## src/rtl/seq_controller.sv

```systemverilog
// Multi-cycle sequencer for the 8-bit accumulator processor: owns the instruction
// register, steps FETCH/DECODE/EXEC/MEM/WB, and adds halt, memory watchdog and retire count.
module seq_controller #(
    parameter int COUNT_W  = 16,
    parameter int MAX_WAIT = 15
) (
    input  logic               clk,
    input  logic               reset,
    input  logic [7:0]         mem_out,
    input  logic               mem_wait,
    input  logic               acc_zero,
    input  logic               halt_in,
    output logic [7:0]         ir,
    output logic               pc_we,
    output logic               brnch,
    output logic               reg_we,
    output logic               mem_we,
    output logic               lw,
    output logic               acc_we,
    output logic               acc_sc,
    output logic               mem_sc,
    output logic [1:0]         alu_ctl,
    output logic [2:0]         state,
    output logic               halted,
    output logic               wd_err,
    output logic [COUNT_W-1:0] instr_count
);

    typedef enum logic [2:0] {
        S_FETCH  = 3'd0,
        S_DECODE = 3'd1,
        S_EXEC   = 3'd2,
        S_MEM    = 3'd3,
        S_WB     = 3'd4,
        S_HALT   = 3'd5
    } state_t;

    localparam logic [2:0] OP_ADD  = 3'b000;
    localparam logic [2:0] OP_SUB  = 3'b001;
    localparam logic [2:0] OP_NAND = 3'b010;
    localparam logic [2:0] OP_LI   = 3'b011;
    localparam logic [2:0] OP_LA   = 3'b100;
    localparam logic [2:0] OP_LW   = 3'b101;
    localparam logic [2:0] OP_SW   = 3'b110;
    localparam logic [2:0] OP_BZ   = 3'b111;

    localparam int WAIT_W = (MAX_WAIT < 1) ? 1 : $clog2(MAX_WAIT + 1);
    localparam logic [WAIT_W-1:0] WAIT_LIMIT = WAIT_W'(MAX_WAIT);

    state_t            cur;
    logic [WAIT_W-1:0] wait_cnt;
    logic [2:0]        op;
    logic              wait_cycle;
    logic              wd_fire;
    logic              retire;

    assign op = ir[7:5];

    // A halt request in FETCH wins over a stalled fetch, so that cycle is not a wait cycle.
    assign wait_cycle = mem_wait && ((cur == S_FETCH && !halt_in) || cur == S_MEM);
    assign wd_fire    = wait_cycle && (wait_cnt == WAIT_LIMIT);

    always_comb begin
        retire = 1'b0;
        case (cur)
            S_EXEC:  retire = (op != OP_LW) && (op != OP_SW);
            S_MEM:   retire = (op == OP_SW) && !mem_wait;
            S_WB:    retire = 1'b1;
            default: retire = 1'b0;
        endcase
    end

    always_ff @(posedge clk) begin
        if (reset) begin
            cur         <= S_FETCH;
            ir          <= 8'd0;
            instr_count <= '0;
            wd_err      <= 1'b0;
            wait_cnt    <= '0;
        end else begin
            if (retire && (instr_count != {COUNT_W{1'b1}}))
                instr_count <= instr_count + 1'b1;

            // The state holds exactly while waiting without tripping the watchdog.
            if (wait_cycle && !wd_fire)
                wait_cnt <= wait_cnt + 1'b1;
            else
                wait_cnt <= '0;

            case (cur)
                S_FETCH: begin
                    if (halt_in) begin
                        cur <= S_HALT;
                    end else if (!mem_wait) begin
                        ir  <= mem_out;
                        cur <= S_DECODE;
                    end else if (wd_fire) begin
                        wd_err <= 1'b1;
                        cur    <= S_HALT;
                    end
                end
                S_DECODE: cur <= S_EXEC;
                S_EXEC: begin
                    if (op == OP_LW || op == OP_SW)
                        cur <= S_MEM;
                    else
                        cur <= S_FETCH;
                end
                S_MEM: begin
                    if (mem_wait) begin
                        if (wd_fire) begin
                            wd_err <= 1'b1;
                            cur    <= S_HALT;
                        end
                    end else if (op == OP_LW) begin
                        cur <= S_WB;
                    end else begin
                        cur <= S_FETCH;
                    end
                end
                S_WB:    cur <= S_FETCH;
                S_HALT:  cur <= S_HALT;
                default: cur <= S_HALT;
            endcase
        end
    end

    assign state  = cur;
    assign halted = (cur == S_HALT);

    always_comb begin
        pc_we   = 1'b0;
        brnch   = 1'b0;
        reg_we  = 1'b0;
        mem_we  = 1'b0;
        lw      = 1'b0;
        acc_we  = 1'b0;
        acc_sc  = 1'b0;
        mem_sc  = 1'b0;
        alu_ctl = 2'b00;
        case (cur)
            S_FETCH: pc_we = !halt_in && !mem_wait;
            S_EXEC: begin
                case (op)
                    OP_ADD, OP_SUB, OP_NAND: begin
                        alu_ctl = op[1:0];
                        acc_we  = 1'b1;
                    end
                    OP_LI: begin
                        acc_sc = 1'b1;
                        acc_we = 1'b1;
                    end
                    OP_LA: begin
                        alu_ctl = 2'b11;
                        acc_we  = 1'b1;
                    end
                    OP_BZ: begin
                        brnch = acc_zero;
                        pc_we = acc_zero;
                    end
                    default: ;
                endcase
            end
            S_MEM: begin
                mem_sc = 1'b1;
                mem_we = (op == OP_SW) && !mem_wait;
            end
            S_WB: begin
                lw     = 1'b1;
                reg_we = 1'b1;
                mem_sc = 1'b1;
            end
            default: ;
        endcase
    end

endmodule

```

## config.mk

```make
export PLATFORM = sky130hd
export DESIGN_NAME = seq_controller
export DESIGN_NICKNAME = d
export VERILOG_FILES = /design/src/rtl/seq_controller.sv
export SDC_FILE = /design/constraint.sdc
export NUM_CORES = 1
export LEC_CHECK = 0
export ABC_AREA = 0
export CAP_MARGIN = 40
export CORE_AREA = 10 10 81 83
export DETAILED_ROUTE_END_ITERATION = 10
export DIE_AREA = 0 0 91 93
export PLACE_DENSITY_LB_ADDON = 0.05
export SETUP_SLACK_MARGIN = 0.15
export SLEW_MARGIN = 20
export SYNTH_ARGS = -nofsm -noshare
export SYNTH_HDL_FRONTEND = slang
export SYNTH_SLANG_ARGS = --single-unit
```

## constraint.sdc

```tcl
create_clock -name clk -period 5.85 [get_ports clk]
set_clock_uncertainty 0.1 [all_clocks]
set_input_delay 1.755 -clock clk [delete_from_list [all_inputs] [get_ports clk]]
set_output_delay 1.755 -clock clk [all_outputs]
set_load 0.02 [all_outputs]
```

# Yosys cells after proc, flatten, opt, wreduce, memory -nomap -nowiden
# Cells that the tools add are included.
totals:
  regBits: 32
  latchBits: 0
  ram_bits: 0
  romBits: 0
  in_bits: 13
  out_inout_bits: 39
  word_cells: 73
  mem_count: 0
classes:
  addsub: 2
  multipliers: 0
  div_mod_pow: 0
  magnitude_cmp: 0
  n_eq_ne: 17
  shifts: 0
  mux: 24
  n_bitwise: 3
  reduce_logical: 22
ops:
  columns: ["operator", "count"]
  rows:
  - ["3-bit == test (second input constant)", 6]
  - ["16-bit by 1-bit adder with 16-bit output (second input constant)", 1]
  - ["16-bit inequality test (second input constant)", 1]
  - ["3-bit two-way mux", 5]
  - ["3-bit case mux with 5 select lines", 1]
  - ["3-bit by 2-bit == test with 1-bit output (second input constant)", 4]
  - ["1-bit two-way mux", 12]
  - ["1-bit logical AND", 8]
  - ["3-bit by 1-bit == test with 1-bit output (second input constant)", 2]
  - ["3-bit logical NOT", 2]
  - ["3-bit inequality test (second input constant)", 2]
  - ["5-bit OR reduction", 1]
  - ["4-bit by 1-bit adder with 4-bit output (second input constant)", 1]
  - ["4-bit == test (second input constant)", 1]
  - ["2-bit two-way mux", 2]
  - ["1-bit case mux with 2 select lines", 2]
  - ["2-bit case mux with 2 select lines", 1]
  - ["2-bit OR reduction", 2]
  - ["1-bit logical NOT", 3]
  - ["1-bit inverter", 3]
  - ["1-bit case mux with 3 select lines", 1]
  - ["3-bit AND reduction", 1]
  - ["3-bit OR reduction", 1]
  - ["1-bit logical OR", 2]
  - ["other kinds (3)", 3]

# Logic depth before layout (Yosys ltp)
depth:
  ltp_word: 9
  ltp_mapped: 8

# Least setup slack after synthesis
# No wires, ideal clock.
synth_path:
  kind: "input to output"
  start: "input acc_zero"
  end: "output pc_we"
  arrival_time_ns: 2.590
  required_time_ns: 3.995
  slack_ns: 1.405
  cell_stages: 3
  n_path_buf: 0
  cell_sequence: "nand2_1 -> nor3_1 -> nand2b_1"
synth_via:
  elab_chain_cells: 2
synth_rtl:
  columns: ["item", "line_no", "text"]
  rows:
  - ["start, declared", "11", "input logic acc_zero,"]
  - ["1-bit two-way mux", "144", "case (op)"]
  - ["1-bit case mux with 2 select lines", "141", "case (cur)"]
  - ["end, declared", "14", "output logic pc_we,"]
# No other way between the ends.

# Worst setup path in the final report
layout_path:
  start: "input mem_wait"
  end: "output mem_we"
layout_via:
  elab_chain_cells: 3
layout_rtl:
  columns: ["item", "line_no", "text"]
  rows:
  - ["start, declared", "10", "input logic mem_wait,"]
  - ["1-bit logical NOT", "166", "mem_we = (op == OP_SW) && !mem_wait;"]
  - ["1-bit logical AND", "166", null]
  - ["1-bit two-way mux", "141", null]
  - ["end, declared", "17", "output logic mem_we,"]
# No other way between the ends.

==> results.cfg <==
[sta]
worst_pin_slew_ns = 0.569
relSlewSlack_pct = 62.1
timing.setup.tns_ns = 0
finalCriticalPeriod_ns = 5.19
setup_viol = 0
finalMaxSlewViolations = 0
holdWs_ns = 0.352
fin_ws_ns = 0.657
period_share_pct = 88.8
fmax_ghz = 0.193
hold_viol = 0
rsz0062_at_grt = false

[yosys]
yosysSeqAreaShare_pct = 37.8
syn_area_um2 = 1690
syn_inst = 196
synth.most_common_cell = dfxtp_1
yosysTopAreaCell = dfxtp_1
synth-main-ff-cell = dfxtp_1
netlist_top_cells_count = 32 x dfxtp_1, 21 x nor2_1, 11 x a21oi_1, 10 x nand2_1, 9 x mux2i_1
syn-num-nets = 211
synth_area_leaders = dfxtp_1 38%, mux2i_1 5.3%, nor2_1 4.7%
synth-edff-count = 0
yosysUniqueCellTypes = 47
async_reset_ff_share_pct = 0
ys_ff_latch = 32
syn_area_per_cell_um2 = 8.64
ys_warn_count = 0
synth_top_area_share_pct = 37.8

[worst_setup_path]
worstPathMaxFanout = 4
crit_slowest_cell = clkdlybuf4s50_1
cp.required_ns = 3.99
crit_top_cell = clkdlybuf4s50_1
cp.arrival_ns = 3.34
critPathLaunchType = primary input
crit_buf_inv = 3
endpoint_kind = output port
worst-path-stages = 5
cp_top_family = buffers and inverters
cpPeakStageDelay_ns = 0.64
crit_type = in -> out
rr_worst_depth = 5
worstPathCellList = clkdlybuf4s50_1, inv_1, nand4_1, nor3b_1, clkdlybuf4s50_1

[grt]
antenna_found_initial = 0
gr-total-overflow = 0
groute.usage.overall_pct = 10.6
grt_pass1_wl_mm = 7.65
grt_pass1_vias = 1550
grt_max_degree = 30

[job]
max_cap_viol_count = 0

[power]
powerDensity_nw_per_um2 = 278
power_leakage_nw = 0.859
peakVddDrop_mv = 0.206

[detailed_routing]
firstDrtPassIters = 4
drc = 0
wl_mm = 4.37
ant_nets = 0
vias = 1568
wl_per_cell_um = 13.9
drtIter0Drc = 90
via_per_inst = 4.99

[clock_tree]
cts.sinks = 32
clkLatencyLatePin_ns = 0.27
clockRootBuffer = clkbuf_8
cts_hold_buf = 0
clk_pin_slew_worst_paths_ns = 0.07
cts_resized = 0
cts_max_level = 2
post-cts-setup-buffer-count = 0
numCtsBuffers = 5
clock_path_buffers = 2
cts_tree = yes

[die]
core_area_um2 = 5010
dieArea_um2 = 8460
die_w_um = 91
fp.dieH_um = 93
io_pins = 52
floorplan.initialDensity_pct = 33.8
core.rowCount = 26

[placed_design]
dp_worst_setup_slack_ns = 0.649
portBuffers = 51
dp_hpwl_mm = 3.25
place.gp.congestion = 0.798

[finish]
areaGrowthSynthToFinish_pct = 39.0
drive_gt1_share_pct = 6.97
nets = 258
antenna_cells = 0
num-fill-cells = 517

[hold_path]
holdPathStages = 1
hold_path.class = reg -> reg

[outcome]
status = complete, no violations
==> cell type report <==
type	count	area [um^2]	area share, %
inverter	6	22.5	0.957
sequential	32	641	27.2
clock inverter	1	30.0	1.28
timing repair buffer	53	526	22.3
tap	70	87.6	3.72
multi-input combinational	145	951	40.4
clock buffer	7	96.3	4.09
==> per-stage QoR <==
| stage | instances | instance area (um^2) | power (mW) | util (%) |
|---|---|---|---|---|
| 6_report | 314 | 2350 | 0.654 | 47.0 |
| 3_3_place_gp | 306 | 2230 | 0.433 | 44.5 |
| 2_1_floorplan | 196 | 1690 | 0.376 | - |
| 4_1_cts | 314 | 2350 | 0.664 | 47.0 |
| 3_5_place_dp | 306 | 2230 | 0.431 | 44.5 |
| 5_1_grt | 314 | 2350 | 0.691 | 47.0 |
==> cells in the final DEF, fill, tap and decap left out, drive strengths merged, types with 2 or more instances in the layout <==
cell type      Yosys  layout
clkdlybuf4s50      0      51
dfxtp             32      32
nor2              22      22
a21oi             11      11
nand2             10      10
mux2i              9       9
nor3               8       8
o21ai              8       8
nand3              7       7
or3                7       7
clkbuf             5       7
inv                6       6
nand4              6       6
or4                5       5
nor2b              4       4
and2               4       4
xnor2              3       3
and3               3       3
o21a               3       3
o211ai             3       3
xor2               3       3
nor4               3       3
nor3b              3       3
nand4b             2       2
o31ai              2       2
o41ai              2       2
o211a              2       2
ha                 2       2
buf                8       2
a2111oi            2       2
==> flip-flops by register name, indices dropped and copies added, names as in the netlist <==
| name | count |
|---|---|
| wait_cnt | 4 |
| ir | 8 |
| instr_count | 16 |
| state | 3 |
| wd_err | 1 |
==> routing by layer <==
metal  track usage (%)  up-vias  share of wire [%]
li1                  -      806                  -
met1              12.7      733                 45
met2              17.0       27                 48
met3              4.56        2                7.2
met4              2.87        0               0.53
met5                 0        -                  0
==> cells by family (layout without fill, tap and decap cells) <==
| logic type | count (synthesis) | in the layout | synth area share [%] |
|---|---|---|---|
| AOI/OAI and AO/OA | 38 | 38 | 16.9 |
| xor gates and xnor gates | 6 | 6 | 3.10 |
| adders and majority gates | 2 | 2 | 1.48 |
| buffers and inverters | 19 | 67 | 5.99 |
| DFF | 32 | 32 | 37.8 |
| muxes | 10 | 10 | 5.99 |
| and+or+nand+nor | 89 | 89 | 28.8 |
==> power by group <==
part           internal, mW  total, mW  leakage [nW]  switching, mW
combinational        0.0774      0.169         0.535         0.0914
sequential            0.231      0.255         0.259         0.0241
clock                 0.150      0.230        0.0645         0.0800
==> worst paths after layout <==
check	end	slack, ns	startpoint
setup / recovery	mem_we	0.66	mem_wait
setup reg to reg	instr_count[13]	3.49	ir[6]
hold / removal	wait_cnt[0]	0.35	wait_cnt[0]
hold reg to reg	wait_cnt[0]	0.35	wait_cnt[0]
No activity file was read; power rests on OpenSTA's default activity.
